<file path="src/rtl/rv_mem_access_pkg.sv">
// Shared encodings for the memory-stage load/store unit: funct3 access sizes and FSM states.
package rv_mem_access_pkg;

    localparam logic [2:0] LS_B  = 3'b000;
    localparam logic [2:0] LS_H  = 3'b001;
    localparam logic [2:0] LS_W  = 3'b010;
    localparam logic [2:0] LS_BU = 3'b100;
    localparam logic [2:0] LS_HU = 3'b101;

    typedef enum logic [1:0] {
        ST_IDLE = 2'd0,
        ST_REQ  = 2'd1,
        ST_RESP = 2'd2
    } mem_state_t;

endpackage

</file>
<file path="src/rtl/rv_store_align.sv">
// Combinational lane alignment: byte enables, replicated store data and the
// misaligned/unsupported-funct3 flag for the access presented in IDLE.
module rv_store_align
    import rv_mem_access_pkg::*;
(
    input  logic [2:0]  funct3,
    input  logic [1:0]  addr_lo,
    input  logic [31:0] wdata,
    input  logic        is_store,
    output logic [3:0]  be,
    output logic [31:0] lane_wdata,
    output logic        bad
);

    logic legal;
    logic misaligned;

    always_comb begin
        be         = 4'b1111;
        lane_wdata = 32'd0;
        legal      = 1'b0;
        misaligned = 1'b0;

        if (is_store) begin
            legal = (funct3 == LS_B) || (funct3 == LS_H) || (funct3 == LS_W);
        end else begin
            legal = (funct3 == LS_B) || (funct3 == LS_H) || (funct3 == LS_W) ||
                    (funct3 == LS_BU) || (funct3 == LS_HU);
        end

        // Size lives in funct3[1:0] for both signed and unsigned loads.
        case (funct3[1:0])
            2'b01:   misaligned = addr_lo[0];
            2'b10:   misaligned = (addr_lo != 2'b00);
            default: misaligned = 1'b0;
        endcase

        if (is_store) begin
            case (funct3[1:0])
                2'b00: begin
                    be         = 4'b0001 << addr_lo;
                    lane_wdata = {4{wdata[7:0]}};
                end
                2'b01: begin
                    be         = 4'b0011 << {addr_lo[1], 1'b0};
                    lane_wdata = {2{wdata[15:0]}};
                end
                default: begin
                    be         = 4'b1111;
                    lane_wdata = wdata;
                end
            endcase
        end

        bad = ~legal | misaligned;
    end

endmodule

</file>
<file path="src/rtl/rv_mem_access.sv">
// MEM-stage load/store unit: issues one data-bus transaction per valid load/store,
// stalls the pipeline until ack or timeout, and returns the raw load word.
module rv_mem_access
    import rv_mem_access_pkg::*;
#(
    parameter int unsigned TIMEOUT_CYCLES = 255
) (
    input  logic        i_clk,
    input  logic        i_reset,
    input  logic        i_valid,
    input  logic        i_mem_read,
    input  logic        i_mem_write,
    input  logic [2:0]  i_funct3,
    input  logic [31:0] i_addr,
    input  logic [31:0] i_wdata,
    output logic        o_stall,
    output logic        o_misaligned,
    output logic        o_fault,
    output logic [31:0] o_rdata,
    output logic        o_bus_req,
    output logic        o_bus_we,
    output logic [29:0] o_bus_addr,
    output logic [3:0]  o_bus_be,
    output logic [31:0] o_bus_wdata,
    input  logic        i_bus_ack,
    input  logic [31:0] i_bus_rdata
);

    localparam logic [7:0] TMO_LAST = 8'(TIMEOUT_CYCLES - 1);

    mem_state_t  state;
    logic [7:0]  tmo_cnt;
    logic [3:0]  align_be;
    logic [31:0] align_wdata;
    logic        align_bad;
    logic        access_req;
    logic        start;

    rv_store_align u_align (
        .funct3     (i_funct3),
        .addr_lo    (i_addr[1:0]),
        .wdata      (i_wdata),
        .is_store   (i_mem_write),
        .be         (align_be),
        .lane_wdata (align_wdata),
        .bad        (align_bad)
    );

    assign access_req = i_valid & (i_mem_read | i_mem_write);
    assign start      = (state == ST_IDLE) & access_req & ~align_bad;

    // Stall must cover the issue cycle itself, so it is decoded from the inputs.
    always_comb begin
        o_stall      = ~i_reset & (start | (state == ST_REQ));
        o_misaligned = ~i_reset & (state == ST_IDLE) & access_req & align_bad;
    end

    always_ff @(posedge i_clk) begin
        if (i_reset) begin
            state       <= ST_IDLE;
            tmo_cnt     <= 8'd0;
            o_fault     <= 1'b0;
            o_rdata     <= 32'd0;
            o_bus_req   <= 1'b0;
            o_bus_we    <= 1'b0;
            o_bus_addr  <= 30'd0;
            o_bus_be    <= 4'd0;
            o_bus_wdata <= 32'd0;
        end else begin
            o_fault <= 1'b0;
            case (state)
                ST_IDLE: begin
                    if (start) begin
                        o_bus_req   <= 1'b1;
                        o_bus_we    <= i_mem_write;
                        o_bus_addr  <= i_addr[31:2];
                        o_bus_be    <= align_be;
                        o_bus_wdata <= align_wdata;
                        tmo_cnt     <= 8'd0;
                        state       <= ST_REQ;
                    end
                end
                ST_REQ: begin
                    // Ack takes priority over a timeout landing in the same cycle.
                    if (i_bus_ack) begin
                        o_bus_req <= 1'b0;
                        if (!o_bus_we) begin
                            o_rdata <= i_bus_rdata;
                        end
                        state <= ST_RESP;
                    end else if (tmo_cnt == TMO_LAST) begin
                        o_bus_req <= 1'b0;
                        o_rdata   <= 32'd0;
                        o_fault   <= 1'b1;
                        state     <= ST_RESP;
                    end else begin
                        tmo_cnt <= tmo_cnt + 8'd1;
                    end
                end
                ST_RESP: begin
                    state <= ST_IDLE;
                end
                default: begin
                    state <= ST_IDLE;
                end
            endcase
        end
    end

endmodule

</file>
<file path="config.mk">
export PLATFORM = sky130hd
export DESIGN_NAME = rv_mem_access
export DESIGN_NICKNAME = d
export VERILOG_FILES = /design/src/rtl/rv_mem_access_pkg.sv /design/src/rtl/rv_store_align.sv /design/src/rtl/rv_mem_access.sv
export SDC_FILE = /design/constraint.sdc
export NUM_CORES = 1
export LEC_CHECK = 0
export CAP_MARGIN = 20
export CORE_MARGIN = 1.5
export CORE_UTILIZATION = 45
export DETAILED_ROUTE_END_ITERATION = 16
export PLACE_DENSITY_LB_ADDON = 0.2
export SLEW_MARGIN = 10
export SYNTH_ARGS = -nofsm -noshare
export SYNTH_HDL_FRONTEND = slang
export SYNTH_SLANG_ARGS = --single-unit
</file>
<file path="constraint.sdc">
create_clock -name i_clk -period 3.4 [get_ports i_clk]
set_clock_uncertainty 0.2 [all_clocks]
set_input_delay 0.34 -clock i_clk [delete_from_list [all_inputs] [get_ports i_clk]]
set_output_delay 0.34 -clock i_clk [all_outputs]
set_load 0.1 [all_outputs]
</file>
==> metrics, run 1 <==
outcome=finished clean; port buffer count=207; Final Max Tran Viols=0; xor and xnor area share after synthesis=0.007413; Critical Path, Cell by Cell=clkdlybuf4s50_1, inv_1, ha_1, o21a_1, o21ai_2, buf_4, a211oi_2, buf_12; most common cell after layout, fill and taps aside=clkdlybuf4s50_1; CP required=2.86 ns; worst-path maximum fanout=37; final setup violation count=0; number of top-level pins=208; placed cell count=767; register bit count reported by yosys=111; CTS root buffer=clkbuf_8; total setup buffers inserted after CTS=0; capture point of the worst reg-to-reg path=o_bus_wdata[29]$_SDFFE_PP0P_; met2 GRT Util=0.4020; measured slew at the worst slew-check pin=1.115 ns; crit-path max cell delay=0.51 ns; Netlist cell types=54; worst r2r src=state[1]$_SDFFE_PP0P_; min cycle time layout=3.030 ns; Post-Synth Adder-Cell Area=0.01324; Post-CTS Resized=0; CTS tree=yes; Post-Route WL=13.56 mm; met3 GRT Util=0.06122; Core Region=10,280 µm²; most used routing layer=met2; total track usage=0.2398; clock latency on the worst-skew pair=0.38 ns; Crit Path Category=in -> out; met1 usage=0.3017; gate count of the mapped netlist=457; CTS clock-pin slew for the worst setup and hold paths=0.10 ns; RSZ-0062 raised after global routing=false; Vias/cell=5.794; clock sinks=111; register area share after synthesis=0.4702; Max-Cap Viols=0; Area growth syn-to-layout=50.17%; global route total overflow=0; internal reg-to-reg setup slack=1.24 ns; Detail Route Antenna Nets=0; first-pass detailed-route iteration total=4; Num CTS Buffers=9; register area=2222 µm²; Mean Syn Cell Area=10.34 µm²; Die X-Extent=105.5 µm; row cnt=37; Worst Setup SP=i_funct3[1]; most frequent cells in the layout=clkdlybuf4s50_1 (205), dfxtp_1 (111), a21oi_1 (44); Primary FF master, synth=dfxtp_1; die area=11,130 µm²; EDFF count, synth=0; Setup TNS=0 ns; DPL Wire Length=9.577 mm; Synth Area in Compound Gates=0.3190; DR iter-0 viols=216; final cell count without fillers=783; Post-route DRC=0; Pleak=2.441 nW; largest family of logic cells by synthesized area=compound AO/OA/AOI/OAI gates; Antenna diodes=0; die height=105.5 µm; number of global-route vias before repair=4,433; H-tree depth=3; fillcell total=837; first-pass GRT wire length=21.76 mm; Simple-Gate Fraction of Synth Area=0.1202; Post-Syn Area=4726 µm²; Starting Density=0.4598; Slew Limit Headroom=0.2565; mux share of post-synthesis cell area=0.01271; hold crit path type=reg -> reg; Fin. Hold Viols=0; final core area utilization=0.6905; worst hold slack=0.2753 ns; initial antenna violation count=0; GP Congestion=0.8104; Synth Warn #=0; routed len/inst=17.32 µm; asr flop ratio synth=0; Power Total=2.900 mW; post-synth net total=567; crit path to=o_misaligned; peak supply drop=265.3 µV; Crit. End Element=output pin; # hold bufs at CTS=0; multi-input logic area=2271 µm²; vias=4,537; cells on worst reg2reg path=5; startpoint types=input pin; Slowest cell on crit path=clkdlybuf4s50_1; Clock Path Buffers=2; largest net degree at the start of global routing=43; Final nets=752; crit share post-route=0.8912; layout cells sized above 1=0.1190; power per cell area=408.6 nW/µm²; Max Clock Freq=0.3300 GHz; worst path arrival time=2.49 ns
## power by group
| part | switching (mW) | internal, mW |
|---|---|---|
| Combinational | 0.501 | 0.256 |
| Clock | 0.488 | 0.293 |
| Sequential | 0.0246 | 1.34 |
| Total | 1.01 | 1.89 |
## cells in the mapped netlist (all sizes together), types with 4 or more instances
| library cell | n | share of area |
|---|---|---|
| o21ai | 6 | 0.0064 |
| a31oi | 5 | 0.0079 |
| nor2 | 10 | 0.0085 |
| nand3 | 13 | 0.015 |
| inv | 5 | 0.0040 |
| xor2 | 4 | 0.0074 |
| mux2i | 6 | 0.013 |
| ha | 5 | 0.013 |
| a21oi | 45 | 0.048 |
| nor4 | 9 | 0.012 |
| buf | 30 | 0.039 |
| o31ai | 33 | 0.077 |
| o2bb2ai | 24 | 0.044 |
| nand2 | 4 | 0.0032 |
| nand4 | 32 | 0.046 |
| clkbuf | 18 | 0.014 |
| a22oi | 8 | 0.013 |
| a31o | 8 | 0.015 |
| dfxtp | 111 | 0.47 |
| nor2b | 5 | 0.0066 |
| nand2b | 6 | 0.0079 |
| a22o | 40 | 0.074 |
## worst min-delay path by stage
stage | start | to | slack (ns) | cells after the start
2_1_floorplan | i_bus_ack | o_fault$_SDFF_PP0_ | 0.22 | 1
5_1_grt | o_bus_wdata[21]$_SDFFE_PP0P_ | o_bus_wdata[21]$_SDFFE_PP0P_ | 0.29 | 1
3_5_place_dp | o_bus_wdata[17]$_SDFFE_PP0P_ | o_bus_wdata[17]$_SDFFE_PP0P_ | 0.25 | 1
6_report | o_bus_wdata[17]$_SDFFE_PP0P_ | o_bus_wdata[17]$_SDFFE_PP0P_ | 0.28 | 1
4_1_cts | o_bus_wdata[28]$_SDFFE_PP0P_ | o_bus_wdata[28]$_SDFFE_PP0P_ | 0.28 | 1
3_3_place_gp | o_bus_wdata[15]$_SDFFE_PP0P_ | o_bus_wdata[15]$_SDFFE_PP0P_ | 0.25 | 1
## sequential cells by signal (all words and copies together) (netlist names)
name and count:
o_bus_wdata 32, o_rdata 32, o_bus_addr 30, tmo_cnt 8, o_bus_be 4, state 2, o_bus_req 1, o_bus_we 1
o_fault 1
## worst max-delay path: cells and delay by family
kind	cells	cell delay, ns
compound gates	3	0.73
fa+ha+maj	1	0.28
buf+inv	4	1.13
## per-layer routing
layer	up-vias	wire (µm)
met2	176	6653
met5	-	0
met1	2176	5676
met3	21	1021
li1	2164	-
met4	0	213
## logic make-up after synthesis
| kind of cell | Yosys count |
|---|---|
| XOR/XNOR | 4 |
| buffers and inverters | 53 |
| multiplexers | 6 |
| adder cells (fa/ha/maj) | 5 |
| flip-flops | 111 |
| AO/OA/AOI/OAI | 187 |
| AND/OR/NAND/NOR | 91 |
## metrics by stage
stage          setup WS [ns]  cell area, µm²
2_1_floorplan        0.01335            4731
3_3_place_gp          0.4330            6899
3_5_place_dp          0.3242            6899
4_1_cts               0.3802            7097
5_1_grt               0.2433            7097
6_report              0.3699            7097
## layout make-up
class	instances	area share
inverters	5	0.002645
repair buffers	222	0.3124
flip-flops and latches	111	0.3131
multi-input cells	293	0.3200
well taps	136	0.02398
clock buffers	9	0.01745
clock inverters	7	0.01040
No activity file was read; power rests on OpenSTA's default activity.
==> inputs of run 2 (changes only) <==
Settings changed: CTS_CLUSTER_SIZE from default to 40.
==> results of run 2 <==
Final layout, timing and power as in run 1 (identical DEF).
